--- config.mk ---
export PLATFORM = sky130hd
export DESIGN_NAME = mem_port_sched
export DESIGN_NICKNAME = d
export VERILOG_FILES = /design/src/rtl/mem_port_sched_pkg.sv /design/src/rtl/mem_port_sched_req_slot.sv /design/src/rtl/mem_port_sched.sv
export SDC_FILE = /design/constraint.sdc
export NUM_CORES = 1
export LEC_CHECK = 0
export ABC_AREA = 1
export CAP_MARGIN = 20
export CORE_MARGIN = 2
export CORE_UTILIZATION = 54
export CTS_CLUSTER_DIAMETER = 80
export CTS_CLUSTER_SIZE = 25
export DETAILED_ROUTE_END_ITERATION = 10
export PLACE_DENSITY = 0.83
export SLEW_MARGIN = 40
export SYNTH_ARGS = -nofsm -noshare
export SYNTH_HDL_FRONTEND = slang
export SYNTH_HIERARCHICAL = 1
export SYNTH_SLANG_ARGS = --single-unit
--- constraint.sdc ---
create_clock -name clk -period 2.5 [get_ports clk]
set_input_delay 0.25 -clock clk [delete_from_list [all_inputs] [get_ports clk]]
set_output_delay 0.25 -clock clk [all_outputs]
set_load 0.01 [all_outputs]
--- src/rtl/mem_port_sched_pkg.sv ---
// ---------------------------------------------------------------------------
// mem_port_sched_pkg
// Shared definitions for the memory port scheduler:
//   state_t              - 2-bit FSM state encoding for the port scheduler
//   OP_RD / OP_WR        - op-type codes stored with a captured data request
//   DEFAULT_MEM_LATENCY  - default number of cycles an access holds the port
//   is_data_state()      - true when the port is serving the MAR/MDR path
// ---------------------------------------------------------------------------
package mem_port_sched_pkg;

   typedef enum logic [1:0] {
      IDLE    = 2'd0,
      DATA_RD = 2'd1,
      DATA_WR = 2'd2,
      FETCH   = 2'd3
   } state_t;

   localparam logic OP_RD = 1'b0;
   localparam logic OP_WR = 1'b1;

   localparam int DEFAULT_MEM_LATENCY = 2;

   function automatic logic is_data_state(input state_t s);
      return (s == DATA_RD) || (s == DATA_WR);
   endfunction

endpackage

--- src/rtl/mem_port_sched_req_slot.sv ---
// ---------------------------------------------------------------------------
// mem_req_slot
// One request slot of the memory port scheduler. Captures a single-cycle
// request pulse together with its address payload, holds it pending until
// the scheduler grants it, and flags a request that arrives while the slot
// is still occupied (pending, or its access is in flight and not on the
// final cycle). A dropped request leaves the stored request untouched.
//
// Ports:
//   clk, rst   - clock, asynchronous active-high reset
//   req        - single-cycle request pulse
//   addr       - payload sampled with req (the data slot carries the op bit
//                in the MSB above the MAR address)
//   grant      - scheduler takes the pending request on this edge
//   active     - this slot's access occupies the port and is not finishing
//   pending    - request waiting for the port
//   addr_q     - captured payload
//   err        - one-cycle pulse after a dropped request
// ---------------------------------------------------------------------------
module mem_req_slot
   import mem_port_sched_pkg::*;
#(
   parameter int PAYLOAD_WIDTH = 8
) (
   input  logic                     clk,
   input  logic                     rst,
   input  logic                     req,
   input  logic [PAYLOAD_WIDTH-1:0] addr,
   input  logic                     grant,
   input  logic                     active,
   output logic                     pending,
   output logic [PAYLOAD_WIDTH-1:0] addr_q,
   output logic                     err
);

   logic occupied;
   logic accept;

   // The slot frees up on the closing edge of its access (active is already
   // low on the final cycle), so a request on that edge is accepted.
   assign occupied = pending | active;
   assign accept   = req & ~occupied;

   // Grant and accept never coincide: grant needs pending, which blocks accept.
   always_ff @(posedge clk or posedge rst) begin
      if (rst) begin
         pending <= 1'b0;
         addr_q  <= '0;
         err     <= 1'b0;
      end else begin
         err <= req & occupied;
         if (accept) begin
            pending <= 1'b1;
            addr_q  <= addr;
         end else if (grant) begin
            pending <= 1'b0;
         end
      end
   end

endmodule

--- src/rtl/mem_port_sched.sv ---
// ---------------------------------------------------------------------------
// mem_port_sched
// Schedules the single shared memory port between the data path (MAR/MDR
// rd/wr micro-ops) and instruction fetch (PC/MBR fetch micro-op). Requests
// are captured into two slots, data wins over fetch, each access holds the
// port for MEM_LATENCY cycles and ends with the MDR/MBR strobe.
//
// Ports:
//   clk, rst         - clock, asynchronous active-high reset
//   rd_req, wr_req   - data read / write request pulses (MAR address)
//   fetch_req        - instruction fetch request pulse (PC address)
//   mar_addr, pc_addr- addresses sampled with their request pulses
//   mem_addr, mem_en - memory address and access-active flag
//   mem_we           - write enable, final cycle of a write only
//   mdr_mem_read     - MDR latches memory at the end of a read
//   mdr_mem_write    - MDR drives the bus for the whole write
//   mbr_load         - MBR latches memory at the end of a fetch
//   data_stall       - data request pending or in progress
//   fetch_busy       - fetch request pending or in progress
//   err              - one-cycle pulse on an illegal or dropped request
// ---------------------------------------------------------------------------
module mem_port_sched
   import mem_port_sched_pkg::*;
#(
   parameter int WORD_WIDTH  = 8,
   parameter int ADDR_WIDTH  = 8,
   parameter int MEM_LATENCY = DEFAULT_MEM_LATENCY
) (
   input  logic                  clk,
   input  logic                  rst,
   input  logic                  rd_req,
   input  logic                  wr_req,
   input  logic                  fetch_req,
   input  logic [ADDR_WIDTH-1:0] mar_addr,
   input  logic [ADDR_WIDTH-1:0] pc_addr,
   output logic [ADDR_WIDTH-1:0] mem_addr,
   output logic                  mem_en,
   output logic                  mem_we,
   output logic                  mdr_mem_read,
   output logic                  mdr_mem_write,
   output logic                  mbr_load,
   output logic                  data_stall,
   output logic                  fetch_busy,
   output logic                  err
);

   // WORD_WIDTH only documents the MDR width this port is paired with.
   if (MEM_LATENCY < 1 || MEM_LATENCY > 15 || WORD_WIDTH < 1) begin : g_param_check
      $error("mem_port_sched: MEM_LATENCY must be 1..15 and WORD_WIDTH positive");
   end

   localparam logic [3:0] LAT_M1 = 4'(MEM_LATENCY - 1);

   state_t                state_q, state_d;
   logic [3:0]            cnt_q, cnt_d;
   logic [ADDR_WIDTH-1:0] cur_addr_q, cur_addr_d;
   logic                  conflict_q;

   logic                  data_req, data_pending, data_grant, data_active, data_err;
   logic [ADDR_WIDTH:0]   data_q;
   logic                  fetch_pending, fetch_grant, fetch_active, fetch_err;
   logic [ADDR_WIDTH-1:0] fetch_q;
   logic                  last_cycle;

   // rd and wr together is illegal and neither is captured.
   assign data_req     = rd_req ^ wr_req;
   assign last_cycle   = (cnt_q == 4'd0);
   assign data_active  = is_data_state(state_q) & ~last_cycle;
   assign fetch_active = (state_q == FETCH) & ~last_cycle;

   mem_req_slot #(.PAYLOAD_WIDTH(ADDR_WIDTH + 1)) u_data_slot (
      .clk     (clk),
      .rst     (rst),
      .req     (data_req),
      .addr    ({(wr_req ? OP_WR : OP_RD), mar_addr}),
      .grant   (data_grant),
      .active  (data_active),
      .pending (data_pending),
      .addr_q  (data_q),
      .err     (data_err)
   );

   mem_req_slot #(.PAYLOAD_WIDTH(ADDR_WIDTH)) u_fetch_slot (
      .clk     (clk),
      .rst     (rst),
      .req     (fetch_req),
      .addr    (pc_addr),
      .grant   (fetch_grant),
      .active  (fetch_active),
      .pending (fetch_pending),
      .addr_q  (fetch_q),
      .err     (fetch_err)
   );

   // State, latency counter and the address held for the current access.
   always_ff @(posedge clk or posedge rst) begin
      if (rst) begin
         state_q    <= IDLE;
         cnt_q      <= 4'd0;
         cur_addr_q <= '0;
         conflict_q <= 1'b0;
      end else begin
         state_q    <= state_d;
         cnt_q      <= cnt_d;
         cur_addr_q <= cur_addr_d;
         conflict_q <= rd_req & wr_req;
      end
   end

   // Grant point is IDLE or the final access cycle, so consecutive accesses
   // run back to back. Data always wins; fetch therefore waits behind at most
   // one data access because a data slot cannot refill while in flight.
   always_comb begin
      state_d     = state_q;
      cnt_d       = cnt_q;
      cur_addr_d  = cur_addr_q;
      data_grant  = 1'b0;
      fetch_grant = 1'b0;
      if (state_q == IDLE || last_cycle) begin
         if (data_pending) begin
            data_grant = 1'b1;
            state_d    = (data_q[ADDR_WIDTH] == OP_WR) ? DATA_WR : DATA_RD;
            cnt_d      = LAT_M1;
            cur_addr_d = data_q[ADDR_WIDTH-1:0];
         end else if (fetch_pending) begin
            fetch_grant = 1'b1;
            state_d     = FETCH;
            cnt_d       = LAT_M1;
            cur_addr_d  = fetch_q;
         end else begin
            state_d = IDLE;
            cnt_d   = 4'd0;
         end
      end else begin
         cnt_d = cnt_q - 4'd1;
      end
   end

   // Moore output decode from state and the final-cycle flag.
   assign mem_en        = (state_q != IDLE);
   assign mem_addr      = (state_q != IDLE) ? cur_addr_q : '0;
   assign mem_we        = (state_q == DATA_WR) & last_cycle;
   assign mdr_mem_read  = (state_q == DATA_RD) & last_cycle;
   assign mdr_mem_write = (state_q == DATA_WR);
   assign mbr_load      = (state_q == FETCH) & last_cycle;
   assign data_stall    = data_pending | is_data_state(state_q);
   assign fetch_busy    = fetch_pending | (state_q == FETCH);
   assign err           = data_err | fetch_err | conflict_q;

endmodule

==> impl_summary.log, run 1 <==
INFO  metric setup_violations = 0
INFO  metric grt_util_met2 = between 30 and 40%
INFO  metric post_route_setup_tns = 0 ps
INFO  metric hold_buffers_post_cts = 0
INFO  metric grt.busiest_layer = met2
INFO  metric mostFrequentLayoutCells = 82 x sky130_fd_sc_hd__nand2_1, 36 x sky130_fd_sc_hd__dfrtp_1, 36 x sky130_fd_sc_hd__clkdlybuf4s50_1
INFO  metric worst_path_max_delay_cell = sky130_fd_sc_hd__clkdlybuf4s50_1
INFO  metric outcome = completed
INFO  metric timing.clock.skew = 7.77 ps
INFO  metric finish.net_count = 291
INFO  metric place_hpwl = around 2.6 mm
INFO  metric cts_root_buffer = sky130_fd_sc_hd__clkbuf_4
INFO  metric ys_ff_latch = 36
INFO  metric area_delta_synth_final = 22.2%
INFO  metric routed_wl = around 3.4 mm
INFO  metric timing.critical_path.fanout_max = 9
INFO  metric timing.final.crit_share = 83.0%
INFO  metric globalRouteOverflowTotal = 0
INFO  metric core = approximately 0.0031 sq mm
INFO  metric postCtsSetupBuffers = 0
INFO  metric netlist-cell-type-count = 20
INFO  metric cts_num_sinks = 36
INFO  metric syn-num-nets = between 200 and 300
INFO  metric top_level_ports = 37
INFO  metric initial_utilization = between 50% and 60%
INFO  metric worst_path_largest_cell_delay = around 540 ps
INFO  metric maximum_level_of_the_cts_h_tree = 2
INFO  metric initial_drc_count = 55
INFO  metric syn_area = roughly 0.0018 sq mm
INFO  metric grt.met3_usage = between 8 and 9%
INFO  metric ys_warn_count = 6
INFO  metric postPlaceCellArea = around 0.0022 sq mm
INFO  metric vias = about 1.5k
INFO  metric fp.dieArea = approximately 0.0038 sq mm
INFO  metric synth_top_cell_area_share = 50.0%
INFO  metric max_slew.worst_pin.slew = slightly below 600 ps
INFO  metric setup.worst_path.end_class = output port
INFO  metric antenna_violating_nets_post_route = 0
INFO  metric gpl.final_weighted_congestion = roughly 0.9
INFO  metric post_route_cells_drive_above_1_share = ~6.5%
INFO  metric global_route.usage.total = a little over a fifth
INFO  metric depth_of_the_most_critical_reg_to_reg_path = 7
INFO  metric worst_setup_hold_path_clk_slew = around 100 ps
INFO  metric syn-mean-instance-area = about 8.0 sq um
INFO  metric floorplan.die.width = just over 60 um
INFO  metric slew_headroom = between 60% and 70%
INFO  metric timing.fmax = ~480 MHz
INFO  metric grt_start_max_net_pins = 17
INFO  metric first_pass_grt_wire_length = 5.80 mm
INFO  metric antenna_diode_count = 0
INFO  metric critical-path-top-delay-family = buffers and inverters
INFO  metric antenna_found_initial = 0
INFO  metric cp.arrival = between 1500 and 2000 ps
INFO  metric critical_path_depth = 4
INFO  metric timing.final.crit_period = ~2100 ps
INFO  metric drt_first_pass_iters = 4
INFO  metric power_per_cell_area = between 1000 and 1500 mW/mm^2
INFO  metric drc = 0
INFO  metric cellLeakagePower = about 1.2 nW
INFO  metric clock_latency = approximately 340 ps
INFO  metric yosysSeqAreaShare = 50.0%
INFO  metric ctsResizeCount = 0
INFO  metric worst_ir_drop_vdd = approximately 520 uV
INFO  metric required = approximately 2300 ps
INFO  metric rows = 20
INFO  metric grt_pass1_vias = 1369
INFO  metric cts_inserted_buffers = 5
INFO  metric dieHeight = 61.8 um
INFO  metric cts.path.max_buffers = 2
INFO  metric critical_path.reg2reg.startpoint = state_q[1]
INFO  metric slew_violations = 0
INFO  metric yosys.area.top_type = sky130_fd_sc_hd__dfrtp_1
INFO  metric post_drt_wl_per_cell = about 11 um
INFO  metric max_cap_violations = 0
INFO  metric layout_commonest_cell = sky130_fd_sc_hd__nand2_1
INFO  metric critical_path.startpoint_type = flip-flop
INFO  metric rsz0062_at_grt = false
INFO  metric finalHoldViolCount = 0
INFO  metric worstPathCellList = inv_1 > ha_1 > nor2_1 > clkdlybuf4s50_1
INFO  metric hold_class = input port to asynchronous set/reset pin
INFO  metric combined_buffer_and_inverter_count_along_the_critical_path = 2
INFO  metric final_cell_area = 0.00220 sq mm
INFO  metric cts_tree = done
INFO  metric critical_path.startpoint = state_q[0]
INFO  metric vias_per_cell = 4.77
INFO  metric criticalPathCategory = flip-flop to output port
INFO  metric globalRouteMet1Util = a little over a quarter
INFO  metric buffer_ports.inserted = 36
INFO  metric synth.top_cells.by_area = sky130_fd_sc_hd__dfrtp_1 50%, sky130_fd_sc_hd__nand2_1 17%, sky130_fd_sc_hd__nand3_1 7.5%
INFO  metric postSynthCellCount = around 230
==> Yosys cell counts (all sizes together) <==
cell type	n
dfrtp	36
nand3	27
inv	29
a21oi	1
o21ai	4
buf	7
or3	1
xnor2	1
ha	7
nor2	25
nand2	88
==> sequential cells by signal (all words and copies together) (netlist names) <==
signal,cells
state_q,2
u_fetch_slot/addr_q,8
u_fetch_slot/pending,1
u_data_slot/pending,1
cur_addr_q,8
cnt_q,4
u_data_slot/addr_q,9
conflict_q,1
u_fetch_slot/err,1
u_data_slot/err,1
==> logic make-up after synthesis <==
kind of cell	Yosys count	share of synthesized area, %
simple gates	141	33.9
buf+inv	36	9.37
flops	36	50.0
fa+ha+maj	7	4.86
compound gates	5	1.39
xor+xnor	1	0.486
==> per-stage QoR <==
stage | setup WS, ps | hold slack [ps] | std cells | power, mW | utilization [%]
2_1_floorplan | 1130 | 90.2 | 226 | 2.05 | -
3_3_place_gp | 815 | 455 | 300 | 2.42 | 69.8
3_5_place_dp | 772 | 459 | 300 | 2.46 | 69.8
4_1_cts | 384 | 230 | 305 | 2.73 | 71.0
5_1_grt | 269 | 263 | 305 | 2.99 | 71.0
6_report | 424 | 228 | 305 | 2.71 | 71.0
==> worst register-to-register path, stage by stage, from the launching register on <==
cell                      delay, ps
sky130_fd_sc_hd__dfrtp_1        420
sky130_fd_sc_hd__inv_1          100
sky130_fd_sc_hd__ha_1           360
sky130_fd_sc_hd__inv_2          100
sky130_fd_sc_hd__nand2_4        170
sky130_fd_sc_hd__inv_1          120
sky130_fd_sc_hd__nor2_1          90
sky130_fd_sc_hd__o21ai_0        100
==> where the power goes <==
| part | internal (mW) | switching, mW | total (mW) |
|---|---|---|---|
| clock | 0.0938 | 0.170 | 0.264 |
| combinational | 0.585 | 0.832 | 1.42 |
| sequential | 0.848 | 0.184 | 1.03 |
| total | 1.53 | 1.18 | 2.71 |
==> layout make-up <==
cell class | instances | area, sq um
flip-flops and latches | 36 | 901
fillers | 267 | 900
multi-input cells | 154 | 733
repair buffers | 37 | 368
inverters | 29 | 109
well taps | 44 | 55.1
clock buffers | 5 | 37.5
==> metal layers <==
layer / wire, um / vias to the layer above
met1: 1540 / 655
met5: 0 / -
met2: 1590 / 36
met4: 104 / 0
li1: - / 753
met3: 134 / 11
==> final timing paths <==
check | slack, ps | endpoint
worst max-delay path | 420 | mem_addr[1]
worst min-delay path | 230 | u_fetch_slot/addr_q[1]
worst max register to register | 910 | u_data_slot/pending
worst min register to register | 480 | cur_addr_q[4]
max in group asynchronous | 1800 | conflict_q
min in group clk | 460 | u_data_slot/addr_q[3]
Note: power is estimated with default switching activity, not from simulation.
==> inputs of run 2 (changes only) <==
--- a/config.mk
+++ b/config.mk
@@ -8,11 +8,11 @@
 export ABC_AREA = 1
 export CAP_MARGIN = 20
 export CORE_MARGIN = 2
-export CORE_UTILIZATION = 54
+export CORE_UTILIZATION = 50
 export CTS_CLUSTER_DIAMETER = 80
 export CTS_CLUSTER_SIZE = 25
 export DETAILED_ROUTE_END_ITERATION = 10
-export PLACE_DENSITY = 0.83
+export PLACE_DENSITY = 0.77
 export SLEW_MARGIN = 40
 export SYNTH_ARGS = -nofsm -noshare
 export SYNTH_HDL_FRONTEND = slang
==> constraint.sdc (replaced) <==
create_clock -name clk -period 2.03 [get_ports clk]
set_input_delay 0.203 -clock clk [delete_from_list [all_inputs] [get_ports clk]]
set_output_delay 0.203 -clock clk [all_outputs]
set_load 0.01 [all_outputs]
==> impl_summary.log, run 2 (synthesis gave the netlist of run 1 again) <==
INFO  metric outcome = completed
INFO  metric finalHoldViolCount = 0 (unchanged)
INFO  metric setup.worst_path.end_class = output port
INFO  metric cts.path.max_buffers = 2 (unchanged)
INFO  metric rr_endpoint = u_data_slot/addr_q[8]
INFO  metric initial_utilization = 53.2% (-4.9 points)
INFO  metric antenna_found_initial = 0 (unchanged)
INFO  metric floorplan.die.width = 64.1 um (+3.7%)
INFO  metric global_route.usage.total = 19.5% (-2.1 points)
INFO  metric post_drt_wl_per_cell = 10.9 um (-1.5%)
INFO  metric grt_pass1_vias = 1432 (+4.6%)
INFO  metric fp.dieArea = 0.00410 sq mm (+7.5%)
INFO  metric timing.final.crit_share = between 90% and 100%
INFO  metric critical_path.startpoint = state_q[0]
INFO  metric post-layout-total-power = 3.45 mW (+27%)
INFO  metric critical_path.startpoint_type = flip-flop
INFO  metric timing.clock.skew = 10.2 ps (+2.46 ps)
INFO  metric place_hpwl = 2.70 mm (+3.8%)
INFO  metric cellLeakagePower = 1.27 nW (+7.4%)
INFO  metric hold_buffers_post_cts = 0 (unchanged)
INFO  metric globalRouteOverflowTotal = 0 (unchanged)
INFO  metric antenna_diode_count = 0 (unchanged)
INFO  metric max_slew.worst_pin.slew = 588 ps (+4.91 ps)
INFO  metric largest_register_ff_count = 9 (unchanged)
INFO  metric setup_violations = 0 (unchanged)
INFO  metric cp.arrival = 1710 ps (-120 ps)
INFO  metric antenna_violating_nets_post_route = 0 (unchanged)
INFO  metric dpl_worst_slack = 352 ps (-420 ps)
INFO  metric vias_per_cell = 4.60 (-3.5%)
INFO  metric finish.net_count = 297 (+2.1%)
INFO  metric cts_root_buffer = sky130_fd_sc_hd__clkbuf_4
INFO  metric criticalPathCategory = flip-flop to output port
INFO  metric post_route_setup_tns = 0 ps (unchanged)
INFO  metric max_cap_violations = 0 (unchanged)
INFO  metric setup_slack = 115 ps (-309 ps)
INFO  metric slew_headroom = 60.7% (-0.33 points)
INFO  metric worst_setup_path_endpoint = fetch_busy
INFO  metric hold_class = input port to asynchronous set/reset pin
INFO  metric routed_wl = 3.43 mm (+1.7%)
INFO  metric slew_violations = 0 (unchanged)
INFO  metric power_per_cell_area = 1520 mW/mm^2 (+23%)
INFO  metric layout_commonest_cell = sky130_fd_sc_hd__nand2_1
INFO  metric grt_start_max_net_pins = 17 (unchanged)
INFO  metric final_core_util = 67.0% (-4.0 points)
INFO  metric area_delta_synth_final = 26.0%
INFO  metric top_level_ports = 37 (unchanged)
INFO  metric buffer_ports.inserted = 36 (unchanged)
INFO  metric critical_path.reg2reg.startpoint = state_q[1]
INFO  metric core = 0.00339 sq mm (+9.2%)
INFO  metric required = 1830 ps (-420 ps)
INFO  metric mostFrequentLayoutCells = 82 x sky130_fd_sc_hd__nand2_1, 36 x sky130_fd_sc_hd__dfrtp_1, 32 x sky130_fd_sc_hd__clkdlybuf4s50_1
INFO  metric timing.fmax = 522 MHz
INFO  metric cts_num_sinks = 36 (unchanged)
INFO  metric rrSetupSlack = 480 ps (-430 ps)
INFO  metric maximum_level_of_the_cts_h_tree = 2 (unchanged)
INFO  metric clock_latency = 330 ps (about the same)
INFO  metric vias = 1450 (-0.34%)
INFO  metric drt_first_pass_iters = 4 (unchanged)
INFO  metric timing.final.crit_period = between 1500 and 2000 ps
INFO  metric gpl.final_weighted_congestion = 0.767 (-14%)
INFO  metric worst_setup_hold_path_clk_slew = 90 ps (about the same)
INFO  metric rows = 21 (+5.0%)
INFO  metric cts_tree = done
INFO  metric dieHeight = 64.1 um (+3.7%)
INFO  metric post_route_cells_drive_above_1_share = 9.67% (+3.2 points)
INFO  metric first_pass_grt_wire_length = 6.09 mm (+5.0%)
INFO  metric initial_drc_count = 62 (+13%)
INFO  metric depth_of_the_most_critical_reg_to_reg_path = 8 (+1)
INFO  metric worst_ir_drop_vdd = 598 uV (+16%)
INFO  metric drc = 0 (unchanged)
INFO  metric most_flop_heavy_register = u_data_slot/addr_q
INFO  metric num-fill-cells = 290 (+8.6%)
INFO  metric cts_inserted_buffers = 5 (unchanged)
INFO  metric timing.critical_path.fanout_max = 4 (-5)
INFO  metric reg_top3 = u_data_slot/addr_q x9, cur_addr_q x8, u_fetch_slot/addr_q x8
run 2: power by group:
group / switching (mW) / internal [mW] / total [mW]
combinational: 1.09 / 0.787 / 1.88
sequential: 0.188 / 1.04 / 1.23
clock: 0.213 / 0.128 / 0.341
total: 1.50 / 1.96 / 3.45
run 2: worst min-delay path by stage:
| stage | from | end | slack (ps) | depth (start not counted) |
|---|---|---|---|---|
| after global placement | cur_addr_q[6] | cur_addr_q[6] | 450 | 2 |
| after CTS | rst | u_fetch_slot/err | 190 | 2 |
| after floorplan | rst | u_fetch_slot/addr_q[0] | 40 | 1 |
| final | rst | u_fetch_slot/addr_q[7] | 190 | 2 |
| after detailed placement | u_data_slot/addr_q[3] | u_data_slot/addr_q[3] | 460 | 2 |
| after global routing | rst | u_fetch_slot/addr_q[7] | 200 | 2 |
run 2: repair_timing:
item / 4_1_cts / 5_1_grt
hold endpoints to repair: 0 / 0
setup buffers: 0 / 3
endpoints found under the setup margin: 2 / 11
pin swaps: 0 / 0
resized for setup: 1 / 5
run 2: area by class of cell:
cell class / instances / area, sq um / share of cell area (%)
clock buffer: 6 / 41.3 / 1.82
inverter: 29 / 109 / 4.79
clock inverter: 1 / 5.00 / 0.220
tap: 46 / 57.6 / 2.53
sequential: 36 / 901 / 39.6
timing repair buffer: 43 / 423 / 18.6
multi-input combinational: 154 / 736 / 32.4
run 2: through the flow:
step / hold WS (ps) / cells / cell area [sq um]
floorplan: 43.2 / 226 / 1800
global placement: 455 / 305 / 2190
detailed placement: 458 / 305 / 2190
CTS: 193 / 312 / 2240
global route: 203 / 315 / 2270
finish: 187 / 315 / 2270
run 2: critical path, cell delays in order (launching register included):
cell and delay (ps):
sky130_fd_sc_hd__dfrtp_1 420, sky130_fd_sc_hd__buf_4 150, sky130_fd_sc_hd__ha_1 200, sky130_fd_sc_hd__inv_1 90, sky130_fd_sc_hd__nand2_1 60, sky130_fd_sc_hd__clkdlybuf4s50_1 470
run 2: per-layer routing:
layer	part of all wire [%]	vias to the layer above	track usage [%]
met5	0	-	0
met4	1.2	0	5.71
met3	4.7	5	5.28
met2	50	38	34.4
met1	44	639	23.1
li1	-	768	-
